--- src/rtl/stacking_outer_loop_ctrl.sv ---
// Row-level sequencer for the stacking inner loop: loads each IFM row, publishes
// the valid filter-row window, kicks the inner loop and reports finished output rows.
module stacking_outer_loop_ctrl #(
  parameter int IFM_SIZE_Y          = 8,
  parameter int FILTER_SIZE_Y       = 3,
  parameter int FILTER_SIZE_X       = 3,
  parameter int DIVIDED_CHANNEL_NUM = 32,
  parameter int PREFIX_SUM_SIZE     = 8
) (
  input  logic                                                                clk_i,
  input  logic                                                                rst_i,
  input  logic                                                                layer_start_i,
  input  logic [$clog2(DIVIDED_CHANNEL_NUM+1)-1:0]                            sub_channel_size_i,
  output logic                                                                ifm_row_req_o,
  input  logic                                                                ifm_row_ack_i,
  output logic                                                                inner_loop_start_o,
  input  logic                                                                inner_loop_finish_i,
  output logic [$clog2(IFM_SIZE_Y)-1:0]                                       ifm_loop_y_idx_o,
  output logic [$clog2(IFM_SIZE_Y)-1:0]                                       fil_loop_y_idx_start_o,
  output logic [$clog2(IFM_SIZE_Y)-1:0]                                       fil_loop_y_idx_last_o,
  output logic [$clog2(FILTER_SIZE_X*DIVIDED_CHANNEL_NUM/PREFIX_SUM_SIZE+1)-1:0] fil_loop_y_step_o,
  output logic                                                                out_row_done_o,
  output logic [$clog2(IFM_SIZE_Y-FILTER_SIZE_Y+1)-1:0]                       out_row_idx_o,
  output logic                                                                layer_done_o,
  output logic                                                                busy_o,
  output logic                                                                protocol_err_o
);
  localparam int OUTPUT_SIZE_Y = IFM_SIZE_Y - FILTER_SIZE_Y + 1;
  localparam int Y_W    = $clog2(IFM_SIZE_Y);
  localparam int SC_W   = $clog2(DIVIDED_CHANNEL_NUM+1);
  localparam int STEP_W = $clog2(FILTER_SIZE_X*DIVIDED_CHANNEL_NUM/PREFIX_SUM_SIZE+1);
  localparam int OUT_W  = $clog2(OUTPUT_SIZE_Y);
  localparam int PW     = SC_W + $clog2(FILTER_SIZE_X+1) + $clog2(PREFIX_SUM_SIZE+1);

  typedef enum logic [2:0] {S_IDLE, S_LOAD, S_START, S_WAIT, S_DONE} state_t;

  state_t           r_state, w_state_nxt;
  logic [Y_W-1:0]   r_y, w_y_nxt;
  logic             w_y_load;
  logic [Y_W-1:0]   r_fil_start, r_fil_last;
  logic [SC_W-1:0]  r_sc;
  logic             r_row_done;
  logic [OUT_W-1:0] r_row_idx;
  logic             r_perr;
  logic             w_row_fin;
  logic [PW-1:0]    w_step_num;

  // Filter rows that overlap a valid output row for IFM row y
  function automatic logic [Y_W-1:0] f_start(input logic [Y_W-1:0] y);
    if (int'(y) > OUTPUT_SIZE_Y-1) return Y_W'(int'(y) - (OUTPUT_SIZE_Y-1));
    else                           return '0;
  endfunction

  function automatic logic [Y_W-1:0] f_last(input logic [Y_W-1:0] y);
    if (int'(y) < FILTER_SIZE_Y-1) return y;
    else                           return Y_W'(FILTER_SIZE_Y-1);
  endfunction

  assign w_row_fin = (r_state == S_WAIT) && inner_loop_finish_i;

  always_comb begin
    w_state_nxt = r_state;
    w_y_nxt     = r_y;
    w_y_load    = 1'b0;
    case (r_state)
      S_IDLE:  if (layer_start_i) begin
                 w_state_nxt = S_LOAD;
                 w_y_nxt     = '0;
                 w_y_load    = 1'b1;
               end
      S_LOAD:  if (ifm_row_ack_i) w_state_nxt = S_START;
      S_START: w_state_nxt = S_WAIT;
      S_WAIT:  if (inner_loop_finish_i) begin
                 if (int'(r_y) == IFM_SIZE_Y-1) w_state_nxt = S_DONE;
                 else begin
                   w_state_nxt = S_LOAD;
                   w_y_nxt     = r_y + 1'b1;
                   w_y_load    = 1'b1;
                 end
               end
      S_DONE:  w_state_nxt = S_IDLE;
      default: w_state_nxt = S_IDLE;
    endcase
  end

  always_ff @(posedge clk_i) begin
    if (rst_i) begin
      r_state     <= S_IDLE;
      r_y         <= '0;
      r_fil_start <= '0;
      r_fil_last  <= '0;
      r_sc        <= '0;
      r_row_done  <= 1'b0;
      r_row_idx   <= '0;
      r_perr      <= 1'b0;
    end else begin
      r_state    <= w_state_nxt;
      r_row_done <= w_row_fin && (int'(r_y) >= FILTER_SIZE_Y-1);
      if (w_y_load) begin
        r_y         <= w_y_nxt;
        r_fil_start <= f_start(w_y_nxt);
        r_fil_last  <= f_last(w_y_nxt);
      end
      if (r_state == S_IDLE && layer_start_i) r_sc <= sub_channel_size_i;
      if (w_row_fin && int'(r_y) >= FILTER_SIZE_Y-1)
        r_row_idx <= OUT_W'(int'(r_y) - (FILTER_SIZE_Y-1));
      if (inner_loop_finish_i && r_state != S_WAIT) r_perr <= 1'b1;
    end
  end

  // ceil(FILTER_SIZE_X * channels / PREFIX_SUM_SIZE) sparsemap words per filter row
  assign w_step_num = PW'(FILTER_SIZE_X) * PW'(r_sc) + PW'(PREFIX_SUM_SIZE-1);

  assign fil_loop_y_step_o      = STEP_W'(w_step_num / PW'(PREFIX_SUM_SIZE));
  assign ifm_row_req_o          = (r_state == S_LOAD);
  assign inner_loop_start_o     = (r_state == S_START);
  assign layer_done_o           = (r_state == S_DONE);
  assign busy_o                 = (r_state != S_IDLE);
  assign ifm_loop_y_idx_o       = r_y;
  assign fil_loop_y_idx_start_o = r_fil_start;
  assign fil_loop_y_idx_last_o  = r_fil_last;
  assign out_row_done_o         = r_row_done;
  assign out_row_idx_o          = r_row_idx;
  assign protocol_err_o         = r_perr;
endmodule

--- config.mk ---
export PLATFORM = sky130hd
export DESIGN_NAME = stacking_outer_loop_ctrl
export DESIGN_NICKNAME = d
export VERILOG_FILES = /design/src/rtl/stacking_outer_loop_ctrl.sv
export SDC_FILE = /design/constraint.sdc
export NUM_CORES = 1
export LEC_CHECK = 0
export ABC_CLOCK_PERIOD_IN_PS = 2900
export CORE_AREA = 2 2 52 54
export CTS_BUF_LIST = sky130_fd_sc_hd__clkbuf_8
export CTS_CLUSTER_SIZE = 25
export DETAILED_ROUTE_END_ITERATION = 10
export DIE_AREA = 0 0 54 56
export PLACE_DENSITY = 0.82
export SLEW_MARGIN = 20
export SYNTH_ARGS = -nofsm -noshare
export SYNTH_HDL_FRONTEND = slang
export SYNTH_SLANG_ARGS = --single-unit
--- constraint.sdc ---
create_clock -name clk_i -period 2.9 [get_ports clk_i]
set_input_delay 0.435 -clock clk_i [delete_from_list [all_inputs] [get_ports clk_i]]
set_output_delay 0.435 -clock clk_i [all_outputs]
set_load 0.01 [all_outputs]
---- Word-level counts from Yosys, hierarchy flattened ----
Index checks and enable logic that the tools add are counted.
word-level totals
  bits in registers ....................... 23
  latch bits .............................. 0
  memory bits (writable) .................. 0
  ROM bits ................................ 0
  input bits .............................. 11
  output and inout bits ................... 22
  logic and storage cells ................. 47
  memories ................................ 0
cells by class
  $add $sub $neg .......................... 4
  multiply operators ...................... 1
  divide/modulo/power cells ............... 0
  magnitude comparators ................... 3
  equality and inequality tests ........... 9
  shift-type cells ........................ 0
  multiplexer cells ....................... 15
  bitwise gates (word level) .............. 0
  reduce and logical (&&, ||, !) cells .... 7
operators by type and width
  operator             number
  $mux 3               9
  $pmux 3 s4           1
  $add 7x3->7 const B  1
  $mul 2x6->7 const A  1
  $eq 3x1->1 const B   2
  $eq 3x2->1 const B   2
  $pmux 3 s2           1
  $logic_and 1x1->1    4
  $ne 2x2->1 const B   2
  $add 3x1->3 const B  1
  $eq 3x3->1 const B   1
  $ge 3x2->1 const B   1
  $gt 3x3->1 const B   1
  $logic_not 3->1      1
  $lt 3x2->1 const B   1
  $mux 1               3
  $ne 3x2->1 const B   1
  $reduce_and 3->1     1
  $reduce_bool 3->1    1
  $sub 3x2->3 const B  1
  $sub 3x3->3 const B  1
  $ne 2x1->1 const B   1
  $pmux 1 s2           1

---- Longest topological paths before layout ----
Gate-level depths: netlist of run 1.
  depth in word-level cells ............... 6
  depth in mapped cells ................... 8
  mapped depth without buffers ............ 8

---- Worst setup path after synthesis of run 1 ----
OpenSTA, ideal clock, no wires.
  path type ............................... reg-to-output
  start point ............................. register r_sc[2]
  end point ............................... output port fil_loop_y_step_o[3]
  arrival ................................. 1.683 ns
  setup slack ............................. 0.782 ns
  stages on the path, launching flop included .. 7
  buffers on the path ..................... 0
  cell sequence ........................... dfxtp_1 > ha_1 > ha_1 > nand4_1 > a21boi_0 > nor4_1 > a311o_1
on the way
  longest elaborated chain between the ends .. 2
ends and longest elaborated chain
  what                    line  source
  start, declared         41    logic [SC_W-1:0] r_sc;
  start signal, assigned  104   if (r_state == S_IDLE && layer_start_i) r_sc <= sub_channel_size_i;
  $mul 2x6->7             112   assign w_step_num = PW'(FILTER_SIZE_X) * PW'(r_sc) + PW'(PREFIX_SUM_SIZE-1);
  $add 7x3->7             112
  end, declared           21    output logic [$clog2(FILTER_SIZE_X*DIVIDED_CHANNEL_NUM/PREFIX_SUM_SIZE+1)-1:0] fil_loop_y_step_o,
No other way between the ends.

---- Worst setup path in the final report of run 1 ----
  start point ............................. register r_sc[2]
  end point ............................... output port fil_loop_y_step_o[2]
The elaborated chain is that of the path after synthesis.

==> results of run 1 <==
[cell usage after synthesis (all sizes together)]
cell type,n,area [µm²]
a2111oi,1,15.01
nand3,1,5.000
clkbuf,2,7.510
mux2,1,11.26
and2,2,12.51
nor3,4,20.02
or4b,1,13.76
a211oi,1,7.510
inv,14,52.55
or2,3,18.77
nand4,2,12.51
a22o,3,26.28
nand4b,1,23.77
or3,1,6.260
nor2b,2,12.51
o21ai,4,23.77
a32oi,1,8.760
nand2,5,18.77
nor4,2,12.51
xor2,1,8.760
ha,12,150.1
a31oi,2,12.51
o21bai,1,7.510
dfxtp,23,460.4
nor2,16,60.06
a21oi,6,30.03
a21boi,1,7.510
a311o,1,10.01
nand2b,1,6.260
xnor2,2,17.52
nand3b,1,7.510
mux2i,9,90.09
buf,3,30.03
nor3b,5,37.54
o21a,2,15.01
[worst reg2reg max path, cell delays in order (launching register included)]
cell and delay, ps:
dfxtp_1 560, nand4b_4 240, or2_1 320, mux2_2 300, ha_1 280, inv_1 40, a22o_1 190
[layer usage]
layer | share of wire | track usage | up-vias
li1 | - | - | 542
met1 | 0.44 | 0.2404 | 515
met2 | 0.50 | 0.3066 | 25
met3 | 0.047 | 0.06720 | 6
met4 | 0.017 | 0.05357 | 0
met5 | 0 | 0 | -
[power by group through the flow]
stage	registers [µW]	clock network (µW)	logic [µW]
after floorplan	342	0	103
after global placement	347	0	158
after detailed placement	348	0	164
after CTS	341	198	172
after global routing	343	216	188
final	342	193	172
[cell type report]
cell class,instances,area (µm²),area share
Multi-Input combinational cell,95,725.7,0.4397
Clock buffer,3,41.29,0.02502
Tap cell,30,37.54,0.02274
Clock inverter,1,3.754,0.002274
Timing Repair Buffer,33,326.6,0.1979
Inverter,14,52.55,0.03184
Sequential cell,23,462.9,0.2805
[through the flow]
step                hold slack, ps  instances  setup slack (ps)  total power (µW)
CTS                          468.6        199             179.9             710.9
finish                       459.4        199             124.8             706.6
global route                 479.9        199             17.66             747.4
global placement             440.4        195             269.4             504.9
detailed placement           445.0        195             121.9             512.4
floorplan                    467.6        137             781.5             445.6
[state kept, by name, indices dropped and copies added, names as in the netlist]
signal,count
ifm_loop_y_idx_o,3
protocol_err_o,1
out_row_idx_o,3
fil_loop_y_idx_start_o,3
r_state,3
r_sc,6
out_row_done_o,1
fil_loop_y_idx_last_o,3
[cells in the final DEF (no fill, tap or decap), types with 3 or more instances in the layout]
cell	n
mux2i_1	9
dfxtp_1	21
nand2_1	5
a21oi_1	5
o21ai_0	3
ha_1	11
inv_1	15
nor2_1	16
nor3_1	4
clkbuf_8	3
nor3b_1	5
clkdlybuf4s50_1	31
a22o_1	3
[cell families (layout without fill, tap and decap cells)]
group / after synthesis / after routing / synth area share
compound gates: 23 / 23 / 0.1301
xor+xnor: 3 / 3 / 0.02086
fa+ha+maj: 12 / 12 / 0.1192
buf+inv: 19 / 51 / 0.07150
flops: 23 / 23 / 0.3654
mux: 10 / 10 / 0.08044
simple gates: 47 / 47 / 0.2125
[what timing repair did]
action / CTS / global route
endpoints found under the hold margin: 0 / 0
buffers inserted: 0 / 0
setup endpoints to repair: 1 / 0
resized for setup: 6 / 0
[worst max path at each step]
stage	start	to	slack, ps	cells past startpoint
floorplan	r_sc[2]$_SDFFE_PP0P_	fil_loop_y_step_o[3]	780	6
global placement	r_sc[2]$_SDFFE_PP0P_	fil_loop_y_step_o[3]	270	7
detailed placement	r_sc[2]$_SDFFE_PP0P_	fil_loop_y_step_o[3]	120	9
CTS	r_sc[2]$_SDFFE_PP0P_	fil_loop_y_step_o[2]	180	7
global route	r_sc[4]$_SDFFE_PP0P_	fil_loop_y_step_o[3]	20	9
finish	r_sc[2]$_SDFFE_PP0P_	fil_loop_y_step_o[2]	120	7
==> results.sh, run 1 <==
export IMPL_outcome="finished clean"
export IMPL_synth_cell_types=38
export IMPL_synth_nets=160
export IMPL_clkPwrFrac=0.273
export IMPL_dieArea_um2=3024
export IMPL_totalNegativeSetupSlack_ps=0
export IMPL_cp_buffers_inverters=2
export IMPL_clk_path_buf_depth=2
export IMPL_pwr_share_comb=0.244
export IMPL_ys_warn_count=0
export IMPL_drive_above_1_share=0.08876
export IMPL_cp_required_ps=2470
export IMPL_powerDensity_nw_per_um2=428.2
export IMPL_hold_buffers=0
export IMPL_cts_sinks=23
export IMPL_min_from="fil_loop_y_idx_last_o[2]$_SDFFE_PP0P_"
export IMPL_netSwitchingPower_uw=191.0
export IMPL_initial_core_util=0.5180
export IMPL_postPlaceCellArea_um2=1588
export IMPL_p_leak_uw=0.0006730
export IMPL_ant_nets=0
export IMPL_synth_seq_cells=23
export IMPL_wl_um=2660
export IMPL_cp_start_kind="register"
export IMPL_fin_crit_ps=2775
export IMPL_min_to="fil_loop_y_idx_last_o[2]$_SDFFE_PP0P_"
export IMPL_cts_tree="done"
export IMPL_die_height_um=56
export IMPL_min_path_cells=1
export IMPL_avgSynthCellArea_um2=9.197
export IMPL_port_buffers=32
export IMPL_place_hpwl_um=1950
export IMPL_endpoint_kind="primary output"
export IMPL_post_route_period_util=0.9570
export IMPL_path_class="reg -> out"
export IMPL_finalCoreUtilization=0.6785
export IMPL_fillers=197
export IMPL_grt_pass1_wl_um=4381
export IMPL_vias=1088
export IMPL_netlist_instances=137
export IMPL_place_congestion=0.8026
export IMPL_crit_path_cell_trace="ha_1, ha_4, inv_1, o21bai_1, a21oi_1, xnor2_1, clkdlybuf4s50_1"
export IMPL_reg2reg_from="r_state[0]$_SDFFE_PP0P_"
export IMPL_ioPinCount=33
export IMPL_grt_max_degree=13
export IMPL_grt_antenna_before_repair=0
export IMPL_crit_slowest_cell="clkdlybuf4s50_1"
export IMPL_via_per_inst=5.467
export IMPL_grt_pass1_vias=999
export IMPL_switching_share=0.2703
export IMPL_row_count=18
export IMPL_cts_htree_levels=1
export IMPL_crit_fanout=4
export IMPL_clkTransAtPathRegs_ps=70
export IMPL_ff2ff_setup_slack_ps=860
export IMPL_root_buffer="clkbuf_8"
export IMPL_drv_cap=0
export IMPL_grt_setup_unrepaired="no"
export IMPL_skew_ps=6.537
export IMPL_dr_pass1_iters=5
export IMPL_numCtsBuffers=3
export IMPL_synth_area_um2=1260
export IMPL_r2r_cells=6
export IMPL_ir_drop_mv=0.4557
export IMPL_clkLatencyLatePin_ps=260
export IMPL_wl_per_cell_um=13.37
export IMPL_maxSlewViolCount=0
export IMPL_areaGrowthSynthToFinish_pct=30.98
export IMPL_drc_errors=0
export IMPL_worst_slew_margin_rel=0.6890
export IMPL_cp_arrival_ps=2340
export IMPL_design_area_um2=1650
export IMPL_hp_class="reg -> reg"
export IMPL_cpPeakStageDelay_ps=600
export IMPL_core_area_um2=2432
export IMPL_worst_slew_pin_slew_ps=466.6
export IMPL_intPower_uw=515.6
export IMPL_max_freq_mhz=360.3
export IMPL_first_iter_violations=11
export IMPL_power_share_sequential=0.484
export IMPL_cp_top_family="buffers and inverters"
export IMPL_grt_overflow_total=0
export IMPL_die_w_um=54
export IMPL_hold_viol_final=0
export IMPL_seq_area_frac_synth=0.3654
export IMPL_r2r_end="fil_loop_y_idx_start_o[1]$_SDFFE_PP0P_"
export IMPL_setup_viol=0
export IMPL_grtUsageTotal=0.1922
export IMPL_antennaDiodeCount=0
export IMPL_nNetsFinal=193
No activity file was read; power rests on OpenSTA's default activity.
==> run 2: changes to the inputs <==
- CELL_PAD_IN_SITES_DETAIL_PLACEMENT: unset -> 1
- CELL_PAD_IN_SITES_GLOBAL_PLACEMENT: unset -> 2
- CORE_AREA: 2 2 52 54 -> 2 2 66 68
- DIE_AREA: 0 0 54 56 -> 0 0 68 70
- PLACE_DENSITY: 0.82 -> 0.83
==> run 2 against run 1 <==
Net effect:
- routed wire length is 16% higher
- hold slack better by 6.5 ps
- clock-buffer cell count stayed put
- critical path type unchanged
- final cell count is 12% higher
- critical endpoint unchanged
- utilization is 27 points lower
- design area is 3.3% higher
- worst setup slack better by 91 ps
- register-to-register slack hardly changed
==> results.sh, run 2 (synthesized netlist as in run 1, its figures left out) <==
export IMPL_grt_pass1_vias=1140
export IMPL_wl_per_cell_um=13.89
export IMPL_crit_fanout=4
export IMPL_path_class="reg -> out"
export IMPL_final_common_cell="clkdlybuf4s50_1"
export IMPL_dr_pass1_iters=4
export IMPL_port_buffers=32
export IMPL_post_route_period_util=0.9255
export IMPL_ir_drop_mv=0.2228
export IMPL_outcome="finished clean"
export IMPL_power_total_uw=713.3
export IMPL_ff2ff_setup_slack_ps=850
export IMPL_worst_slew_margin_rel=0.6851
export IMPL_nNetsFinal=194
export IMPL_clkLatencyLatePin_ps=260
export IMPL_grtUsageTotal=0.1412
export IMPL_ioPinCount=33
export IMPL_fin_crit_ps=2684
export IMPL_endpoint_kind="primary output"
export IMPL_drv_cap=0
export IMPL_dieArea_um2=4760
export IMPL_p_leak_uw=0.0006871
export IMPL_cts_sinks=23
export IMPL_areaGrowthSynthToFinish_pct=35.35
export IMPL_maxSlewViolCount=0
export IMPL_cp_required_ps=2470
export IMPL_ant_nets=0
export IMPL_hp_class="reg -> reg"
export IMPL_largest_register_ffs=6
export IMPL_powerDensity_nw_per_um2=418.2
export IMPL_grt_overflow_total=0
export IMPL_antennaDiodeCount=0
export IMPL_grt_pass1_wl_um=5278
export IMPL_grt_setup_unrepaired="no"
export IMPL_grt_antenna_before_repair=0
export IMPL_place_congestion=0.7320
export IMPL_finalWorstSetupSlack_ps=216.0
export IMPL_final_cell_mix="31 x clkdlybuf4s50_1, 21 x dfxtp_1, 16 x nor2_1"
export IMPL_drive_above_1_share=0.1059
export IMPL_core_area_um2=4144
export IMPL_initial_core_util=0.3040
export IMPL_dp_slack_ps=138.1
export IMPL_cp_arrival_ps=2250
export IMPL_clkTransAtPathRegs_ps=80
export IMPL_first_iter_violations=20
export IMPL_cp_start_kind="register"
export IMPL_via_per_inst=4.883
export IMPL_cts_htree_levels=1
export IMPL_wl_um=3084
export IMPL_die_w_um=68
export IMPL_skew_ps=8.366
export IMPL_clk_path_buf_depth=2
export IMPL_hold_viol_final=0
export IMPL_max_freq_mhz=372.6
export IMPL_setup_viol=0
export IMPL_totalNegativeSetupSlack_ps=0
export IMPL_row_count=24
export IMPL_drc_errors=0
export IMPL_cts_tree="done"
export IMPL_hold_buffers=0
export IMPL_worst_slew_pin_slew_ps=471.5
export IMPL_vias=1084
export IMPL_root_buffer="clkbuf_8"
export IMPL_grt_max_degree=14
export IMPL_top_register="r_sc"
export IMPL_numCtsBuffers=3
export IMPL_place_hpwl_um=2339
export IMPL_die_height_um=70
==> run 2: final cells by class <==
cell class / instances / area, µm²
sequential: 23 / 462.9
inverter: 14 / 52.55
clock inverter: 1 / 3.754
tap: 52 / 65.06
fill: 494 / 2439
clock buffer: 3 / 41.29
multi-input combinational: 95 / 742.0
timing repair buffer: 34 / 337.8
==> run 2: timing repair <==
item                                    in CTS  in global routing
pin swaps                                    0                  1
setup buffers                                0                  1
endpoints found under the setup margin       1                  1
gates cloned                                 0                  0
gates resized for setup                      6                  2
endpoints found under the hold margin        0                  0
==> run 2: where the power goes <==
part | switching (µW) | internal (µW) | leakage, µW
Clock | 98.7 | 94.4 | 0.0000269
Combinational | 79.8 | 98.8 | 0.000472
Sequential | 14.3 | 327 | 0.000188
Total | 193 | 520 | 0.000687
==> run 2: critical path: stages, from the launching register on <==
cell and delay (ps):
dfxtp_2 340, ha_1 330, ha_4 310, inv_1 40
o21bai_1 160, a21oi_1 100, xnor2_1 150, clkdlybuf4s50_1 550
==> run 2: stage by stage <==
stage | utilization | area (µm²) | std cells | hold WS [ps]
6_report | 0.4115 | 1705 | 222 | 465.9
5_1_grt | 0.4115 | 1705 | 222 | 494.7
4_1_cts | 0.4061 | 1683 | 221 | 477.4
3_5_place_dp | 0.3898 | 1615 | 217 | 446.8
3_3_place_gp | 0.3898 | 1615 | 217 | 445.0
2_1_floorplan | - | 1260 | 137 | 467.6
==> run 2: worst paths after layout <==
check | startpoint | end | cells past startpoint
max | r_sc[2]$_SDFFE_PP0P_ | fil_loop_y_step_o[2] | 7
min | fil_loop_y_idx_last_o[2]$_SDFFE_PP0P_ | fil_loop_y_idx_last_o[2]$_SDFFE_PP0P_ | 1
max reg2reg | r_state[1]$_SDFFE_PP0P_ | fil_loop_y_idx_start_o[1]$_SDFFE_PP0P_ | 6
min reg2reg | fil_loop_y_idx_last_o[2]$_SDFFE_PP0P_ | fil_loop_y_idx_last_o[2]$_SDFFE_PP0P_ | 1
==> run 2: per-layer routing <==
| layer | part of all wire | up-vias | GRT usage |
|---|---|---|---|
| met1 | 0.44 | 521 | 0.1799 |
| met2 | 0.52 | 20 | 0.2438 |
| li1 | - | 539 | - |
| met5 | 0 | - | 0 |
| met3 | 0.030 | 4 | 0.01771 |
| met4 | 0.011 | 0 | 0.04000 |
==> run 3: changes to the inputs <==
- ABC_CLOCK_PERIOD_IN_PS: 2900 -> 3100
- clock period: 2.9 -> 3.1 ns (I/O delays scaled with it)
==> run 3 against run 2 <==
Net effect:
- die area unchanged
- critical path depth unchanged
- global-route usage decreased by 0.065 points
- design area decreased by 1.8%
- clock power decreased by 6%
- sequential power decreased by 6.5%
- clock-buffer cell count unchanged
- combinational power decreased by 12%
- worst setup slack got worse by 94 ps
- critical path type unchanged
- largest cell class unchanged
==> results.sh, run 3 (synthesized netlist as in run 1, its figures left out) <==
export IMPL_numCtsBuffers=3
export IMPL_instances_no_fill=221
export IMPL_row_count=24
export IMPL_grt_setup_unrepaired="no"
export IMPL_largest_register_ffs=6
export IMPL_vias=1084
export IMPL_cp_top_family="adder cells"
export IMPL_dp_cells=217
export IMPL_grt_pass1_vias=1142
export IMPL_cpPeakStageDelay_ps=480
export IMPL_endpoint_kind="primary output"
export IMPL_path_class="reg -> out"
export IMPL_maxSlewViolCount=0
export IMPL_post_route_period_util=0.9606
export IMPL_max_freq_mhz=335.8
export IMPL_core_area_um2=4144
export IMPL_root_buffer="clkbuf_8"
export IMPL_route_met2_wl_um=1558
export IMPL_top_register="r_sc"
export IMPL_clkTransAtPathRegs_ps=80
export IMPL_fillers=500
export IMPL_final_cell_mix="32 x clkdlybuf4s50_1, 22 x dfxtp_1, 16 x nor2_1"
export IMPL_multi_input_area_um2=723.2
export IMPL_worst_slew_margin_rel=0.6851
export IMPL_crit_fanout=4
export IMPL_min_from="fil_loop_y_idx_last_o[2]$_SDFFE_PP0P_"
export IMPL_min_to="fil_loop_y_idx_last_o[2]$_SDFFE_PP0P_"
export IMPL_die_w_um=68
export IMPL_min_path_cells=1
export IMPL_powerDensity_nw_per_um2=392.8
export IMPL_place_congestion=0.7320
export IMPL_seq_area_um2=461.7
export IMPL_clkLatencyLatePin_ps=260
export IMPL_ioPinCount=33
export IMPL_clk_path_buf_depth=2
export IMPL_drc_errors=0
export IMPL_postCtsSetupRepairBufs=0
export IMPL_drive_above_1_share=0.08876
export IMPL_cp_required_ps=2630
export IMPL_wl_um=3019
export IMPL_grt_max_degree=14
export IMPL_drv_cap=0
export IMPL_wl_per_cell_um=13.66
export IMPL_crit_slowest_cell="clkdlybuf4s50_1"
export IMPL_ant_nets=0
export IMPL_ir_drop_mv=0.2081
export IMPL_crit_path_cell_trace="ha_1, ha_1, nand4_1, a21boi_2, nor4_2, a311o_1, clkdlybuf4s50_1"
export IMPL_ff2ff_setup_slack_ps=1050
export IMPL_reg2reg_from="r_state[1]$_SDFFE_PP0P_"
export IMPL_hp_class="reg -> reg"
export IMPL_die_height_um=70
export IMPL_port_buffers=32
export IMPL_dr_pass1_iters=4
export IMPL_place_hpwl_um=2339
export IMPL_dieArea_um2=4760
export IMPL_grtUsageTotal=0.1406
export IMPL_areaGrowthSynthToFinish_pct=32.97
export IMPL_r2r_end="fil_loop_y_idx_start_o[1]$_SDFFE_PP0P_"
export IMPL_met3_length_um=90
export IMPL_r2r_cells=6
export IMPL_grt_pass1_wl_um=5264
export IMPL_via_per_inst=4.905
export IMPL_nNetsFinal=193
export IMPL_fin_crit_ps=2978
export IMPL_met1_length_um=1330
export IMPL_initial_core_util=0.3040
export IMPL_cts_repair_resized=0
export IMPL_grt_antenna_before_repair=0
export IMPL_hold_viol_final=0
export IMPL_worst_slew_pin_slew_ps=471.5
export IMPL_grt_overflow_total=0
export IMPL_p_leak_uw=0.0006704
export IMPL_cts_tree="done"
export IMPL_top_layer="met4"
export IMPL_cp_start_kind="register"
export IMPL_first_iter_violations=21
export IMPL_cp_buffers_inverters=1
export IMPL_outcome="finished clean"
export IMPL_cts_sinks=23
export IMPL_totalNegativeSetupSlack_ps=0
export IMPL_cp_arrival_ps=2510
export IMPL_final_common_cell="clkdlybuf4s50_1"
export IMPL_antennaDiodeCount=0
export IMPL_setup_viol=0
export IMPL_cts_htree_levels=1
export IMPL_hold_buffers=0
export IMPL_crit_top_cell="ha_1"
export IMPL_skew_ps=8.333
## run 3: changes by cell type in the layout (fill, tap and decap cells not counted), sizes merged
cell	delta
dlymetal6s2s	-1
buf	-1
clkdlybuf4s50	+1
## run 3: metrics by stage
stage / util / area, µm² / hold WS, ps / setup WS, ps / power (µW)
floorplan: - / 1260 / 467.6 / 951.5 / 416.8
global placement: 0.3898 / 1615 / 445.0 / 401.9 / 475.2
detailed placement: 0.3898 / 1615 / 446.8 / 308.1 / 482.3
CTS: 0.4007 / 1660 / 477.4 / 14.26 / 662.7
global route: 0.4043 / 1675 / 494.7 / 19.03 / 696.3
finish: 0.4043 / 1675 / 465.9 / 122.2 / 658.1
## run 3: layer usage
layer,track usage,up-vias
li1,-,537
met1,0.1789,523
met2,0.2427,20
met3,0.01771,4
met4,0.04000,0
met5,0,-
## run 3: worst max-delay path by stage
| stage | start | slack (ps) | cells past startpoint | end |
|---|---|---|---|---|
| after global placement | r_sc[2]$_SDFFE_PP0P_ | 400 | 7 | fil_loop_y_step_o[3] |
| after global routing | r_sc[2]$_SDFFE_PP0P_ | 20 | 7 | fil_loop_y_step_o[3] |
| after detailed placement | r_sc[2]$_SDFFE_PP0P_ | 310 | 7 | fil_loop_y_step_o[3] |
| after floorplan | r_sc[2]$_SDFFE_PP0P_ | 950 | 6 | fil_loop_y_step_o[3] |
| after CTS | r_sc[2]$_SDFFE_PP0P_ | 10 | 7 | fil_loop_y_step_o[3] |
| final | r_sc[2]$_SDFFE_PP0P_ | 120 | 7 | fil_loop_y_step_o[3] |
## run 3: report_power, final
part / switching (µW) / total, µW / leakage [µW] / internal [µW]
registers: 13.4 / 319 / 0.000188 / 306
logic: 71.3 / 157 / 0.000456 / 86.1
clock network: 93.1 / 182 / 0.0000269 / 88.4
total: 178 / 658 / 0.000670 / 480
## run 3: final cells by class
type / instances / share of cell area
flip-flops and latches: 23 / 0.2756
clock inverters: 1 / 0.002240
well taps: 52 / 0.03883
repair buffers: 33 / 0.1957
inverters: 14 / 0.03137
multi-input cells: 95 / 0.4317
clock buffers: 3 / 0.02465
==> edit 1, RTL diff (settings of run 2) <==
Re-encode `state_t` (5 states) as one-hot, 5 bits wide.
--- a/src/rtl/stacking_outer_loop_ctrl.sv
+++ b/src/rtl/stacking_outer_loop_ctrl.sv
@@ -34,3 +34,3 @@
 
-  typedef enum logic [2:0] {S_IDLE, S_LOAD, S_START, S_WAIT, S_DONE} state_t;
+  typedef enum logic [4:0] {S_IDLE = 5'b00001, S_LOAD = 5'b00010, S_START = 5'b00100, S_WAIT = 5'b01000, S_DONE = 5'b10000} state_t;
 
Function: no difference found for any inputs over 10 cycles, from zero or initial values and one cycle with rst_i high; not proved beyond that.
==> edit 1 against run 2 <==
- area after synthesis increased by 11%
- setup slack lost 0.098 ns
- cell area grew 7.0%
- total power rose by 24%
- count of clock-buffer cells in the layout did not move
- routed wire length up 24%
- sequential cell count up 2
- largest cell class unchanged
==> edit 1: results (changes against run 2) <==
INFO  power_and_ir_drop irDropWorstVdd=0.238mV [+6.8%]
INFO  global_route   grt_pass1_wl=6.45mm [+22%]
INFO  logic_synthesis synthXorXnorAreaFrac=0.0250 [+0.00415]
INFO  placement      gp_routability_congestion=0.769 [+5.0%]
INFO  sta            worst_hold_margin=0.473ns [+0.00689 ns]
INFO  finish         layoutNonFillerInstCount=246 [+11%]
INFO  setup_path     critical_path.slowest_cell=sky130_fd_sc_hd__dfxtp_1
INFO  logic_synthesis synth_fa_ha_area_frac=0.107 [-0.0120]
INFO  cts            ctsResizeCount=4 [-2]
INFO  finish         share_of_cells_above_drive_strength_1=0.0773 [-0.0286]
INFO  logic_synthesis syn-num-nets=184 [+15%]
INFO  power_and_ir_drop pg_comb=0.000294W [+64%]
INFO  logic_synthesis synth.avg_cell_area=8.70squm [-5.4%]
INFO  detailed_routing route.detailed.wl_per_inst=15.5um [+12%]
INFO  power_and_ir_drop cellLeakagePower=0.720nW [+4.9%]
INFO  detailed_routing dr.pass1.iters=2 [-2]
INFO  sta            max_clock_freq=359MHz [-3.5%]
INFO  logic_synthesis synth_commonest_cells=sky130_fd_sc_hd__dfxtp_1, sky130_fd_sc_hd__nor2_1, sky130_fd_sc_hd__a21oi_1, sky130_fd_sc_hd__ha_1, sky130_fd_sc_hd__inv_1
INFO  finish         fillers=498 [+0.81%]
INFO  power_and_ir_drop power-per-cell-area=485nW/um^2 [+16%]
INFO  placement      dpl-instance-area=1780squm [+10%]
INFO  detailed_routing routed-via-count=1,282 [+18%]
INFO  outcome        outcome=complete, no violations
INFO  power_and_ir_drop internal_power=0.000600W [+15%]
INFO  setup_path     worst_path_largest_cell_delay=0.38ns [-0.17 ns]
INFO  setup_path     crit_start=r_sc[1]
INFO  finish         final_net_count=218 [+12%]
INFO  setup_path     timing.reg2reg.worst_path_depth=7 [+1]
INFO  setup_path     setup.worst_path.end=fil_loop_y_step_o[3]
INFO  global_route   grt_start_max_net_pins=15 [+1]
INFO  setup_path     worst-r2r-setup-slack=0.72ns [-0.13 ns]
INFO  placement      place_ws=0.124ns [-0.0139 ns]
INFO  global_route   grt_pass1_vias=1,388 [+22%]
INFO  logic_synthesis synth.area.top_cells=sky130_fd_sc_hd__dfxtp_1, sky130_fd_sc_hd__ha_1, sky130_fd_sc_hd__a21oi_1, sky130_fd_sc_hd__nor2_1, sky130_fd_sc_hd__mux2i_1
INFO  placement      detailed_place_hpwl=2.92mm [+25%]
INFO  global_route   grt_util_all_layers=0.177 [+0.0357]
INFO  sta            skew=0.00126ns [-0.00711 ns]
INFO  setup_path     critical_path_arrival=2.35ns [+0.10 ns]
INFO  logic_synthesis yosysSeqAreaShare=0.357 [-0.00830]
INFO  setup_path     regToRegStartpoint=ifm_loop_y_idx_o[0]
INFO  detailed_routing starting_drt_drc_count=29 [+45%]
INFO  logic_synthesis synth_cell_types=39 [+2.6%]
INFO  sta            timing.slew.headroom=0.568 [-0.117]
==> edit 1: cell count changes after synthesis, sizes merged, moves of 3 or more <==
cell     change
and3         +4
mux2i        -4
or3          +3
nor3b        -3
a21oi       +10
o2bb2ai      +3
nand2b       +4
a211oi       +4
==> edit 1: routing by layer <==
metal,vias up,global-route usage,wire length [um]
li1,638,-,-
met1,617,0.233,1760
met2,22,0.297,1900
met3,5,0.0209,96
met4,0,0.0533,47
met5,-,0,0
==> edit 1: cell type report <==
class	instances	area, sq um	share of cell area
multi-input cells	120	842	0.461
clock buffers	3	41.3	0.0226
flip-flops and latches	25	502	0.275
clock inverters	1	5.00	0.00274
repair buffers	33	325	0.178
inverters	12	45.0	0.0247
well taps	52	65.1	0.0356
==> edit 1: worst max-delay path: cells and delay by family, from the launching register on <==
kind,cells,cell delay [ns]
adders and majority gates,2,0.56
AOI/OAI and AO/OA,2,0.45
buffers and inverters,3,0.40
DFF,1,0.38
muxes,1,0.20
and+or+nand+nor,1,0.08
==> edit 2, RTL diff (settings of run 2) <==
Made on the original files. Set the parameter `DIVIDED_CHANNEL_NUM` to 16 (it was 32).
--- a/src/rtl/stacking_outer_loop_ctrl.sv
+++ b/src/rtl/stacking_outer_loop_ctrl.sv
@@ -6,3 +6,3 @@
   parameter int FILTER_SIZE_X       = 3,
-  parameter int DIVIDED_CHANNEL_NUM = 32,
+  parameter int DIVIDED_CHANNEL_NUM = 16,
   parameter int PREFIX_SUM_SIZE     = 8
Ports: changed (resized fil_loop_y_step_o and sub_channel_size_i); port bits go from 33 to 31. The function was not compared with the original's and may differ.
==> edit 2 against run 2 <==
- first-iteration DRC count rose by 10%
- cell area fell by 7.0%
- setup slack got worse by 0.012 ns
- area after synthesis fell by 5.4%
- sequential cell count fell by 1
- via count fell by 5.2%
- clock skew fell by 0.0048 ns
- synthesized cell count fell by 4.4%
- total power fell by 4.9%
- global-route usage fell by 1.2 points
- cell count fell by 3.6%
- routed wire length fell by 8.9%
- critical path type unchanged
- critical endpoint unchanged
- largest cell class unchanged
==> edit 2: results (changes against run 2) <==
INFO  outcome        outcome=complete, no violations
INFO  placement      numPlacedInstances=210 [-3.2%]
INFO  power_and_ir_drop seq_power_share=0.480 [about the same]
INFO  cts            ctsResizeCount=0 [-6]
INFO  logic_synthesis synth_commonest_cells=sky130_fd_sc_hd__dfxtp_1, sky130_fd_sc_hd__a21oi_1, sky130_fd_sc_hd__nand2_1, sky130_fd_sc_hd__inv_1, sky130_fd_sc_hd__ha_1
INFO  worst_hold_path worst_hold_startpoint=r_sc[4]
INFO  power_and_ir_drop seq-power=0.000325W [-5%]
INFO  power_and_ir_drop cellLeakagePower=0.618nW [-10%]
INFO  power_and_ir_drop share_comb_of_total_power=0.195 [-0.055]
INFO  detailed_routing met2_length=1.38mm [-14%]
INFO  worst_hold_path whs_path_depth=2 [+1]
INFO  finish         final_net_count=183 [-5.7%]
INFO  worst_hold_path min_to=r_sc[4]
INFO  logic_synthesis syn-num-nets=151 [-5.6%]
INFO  setup_path     worst-r2r-setup-slack=0.88ns [+0.03 ns]
INFO  finish         non_clock_inverter_count=13 [-1]
INFO  detailed_routing wl_met1=1.28mm [-5.9%]
INFO  logic_synthesis synth.mux.area_fraction=0.0430 [-0.0374]
INFO  global_route   grt_util_all_layers=0.129 [-0.0121]
INFO  finish         layout.non_clock_buffers=33 [-2.9%]
INFO  placement      place_ws=0.304ns [+0.166 ns]
INFO  placement      buffer_ports.inserted=30 [-6.3%]
INFO  logic_synthesis synth.area.top_cells=sky130_fd_sc_hd__dfxtp_1, sky130_fd_sc_hd__ha_1, sky130_fd_sc_hd__a21oi_1, sky130_fd_sc_hd__nand2_1, sky130_fd_sc_hd__inv_1
INFO  detailed_routing met3_wire_length=100um [+7.5%]
INFO  power_and_ir_drop internal_power=0.000504W [-3.2%]
INFO  global_route   grt_pass1_wl=4.82mm [-8.6%]
## edit 2: worst max path at each step
stage / cells after the start / slack, ns / from / end
floorplan: 7 / 0.92 / r_sc[2] / fil_loop_y_step_o[1]
global placement: 8 / 0.39 / r_sc[2] / fil_loop_y_step_o[1]
detailed placement: 8 / 0.30 / r_sc[2] / fil_loop_y_step_o[1]
CTS: 8 / 0.006 / r_sc[2] / fil_loop_y_step_o[1]
global route: 7 / 0.07 / r_sc[2] / fil_loop_y_step_o[2]
finish: 7 / 0.20 / r_sc[2] / fil_loop_y_step_o[2]
## edit 2: critical path, cell delays in order (launching register included)
cell,delay (ns)
sky130_fd_sc_hd__dfxtp_2,0.35
sky130_fd_sc_hd__ha_1,0.31
sky130_fd_sc_hd__ha_1,0.34
sky130_fd_sc_hd__inv_1,0.07
sky130_fd_sc_hd__o21bai_1,0.07
sky130_fd_sc_hd__a21oi_1,0.18
sky130_fd_sc_hd__xnor2_1,0.13
sky130_fd_sc_hd__clkdlybuf4s50_1,0.55
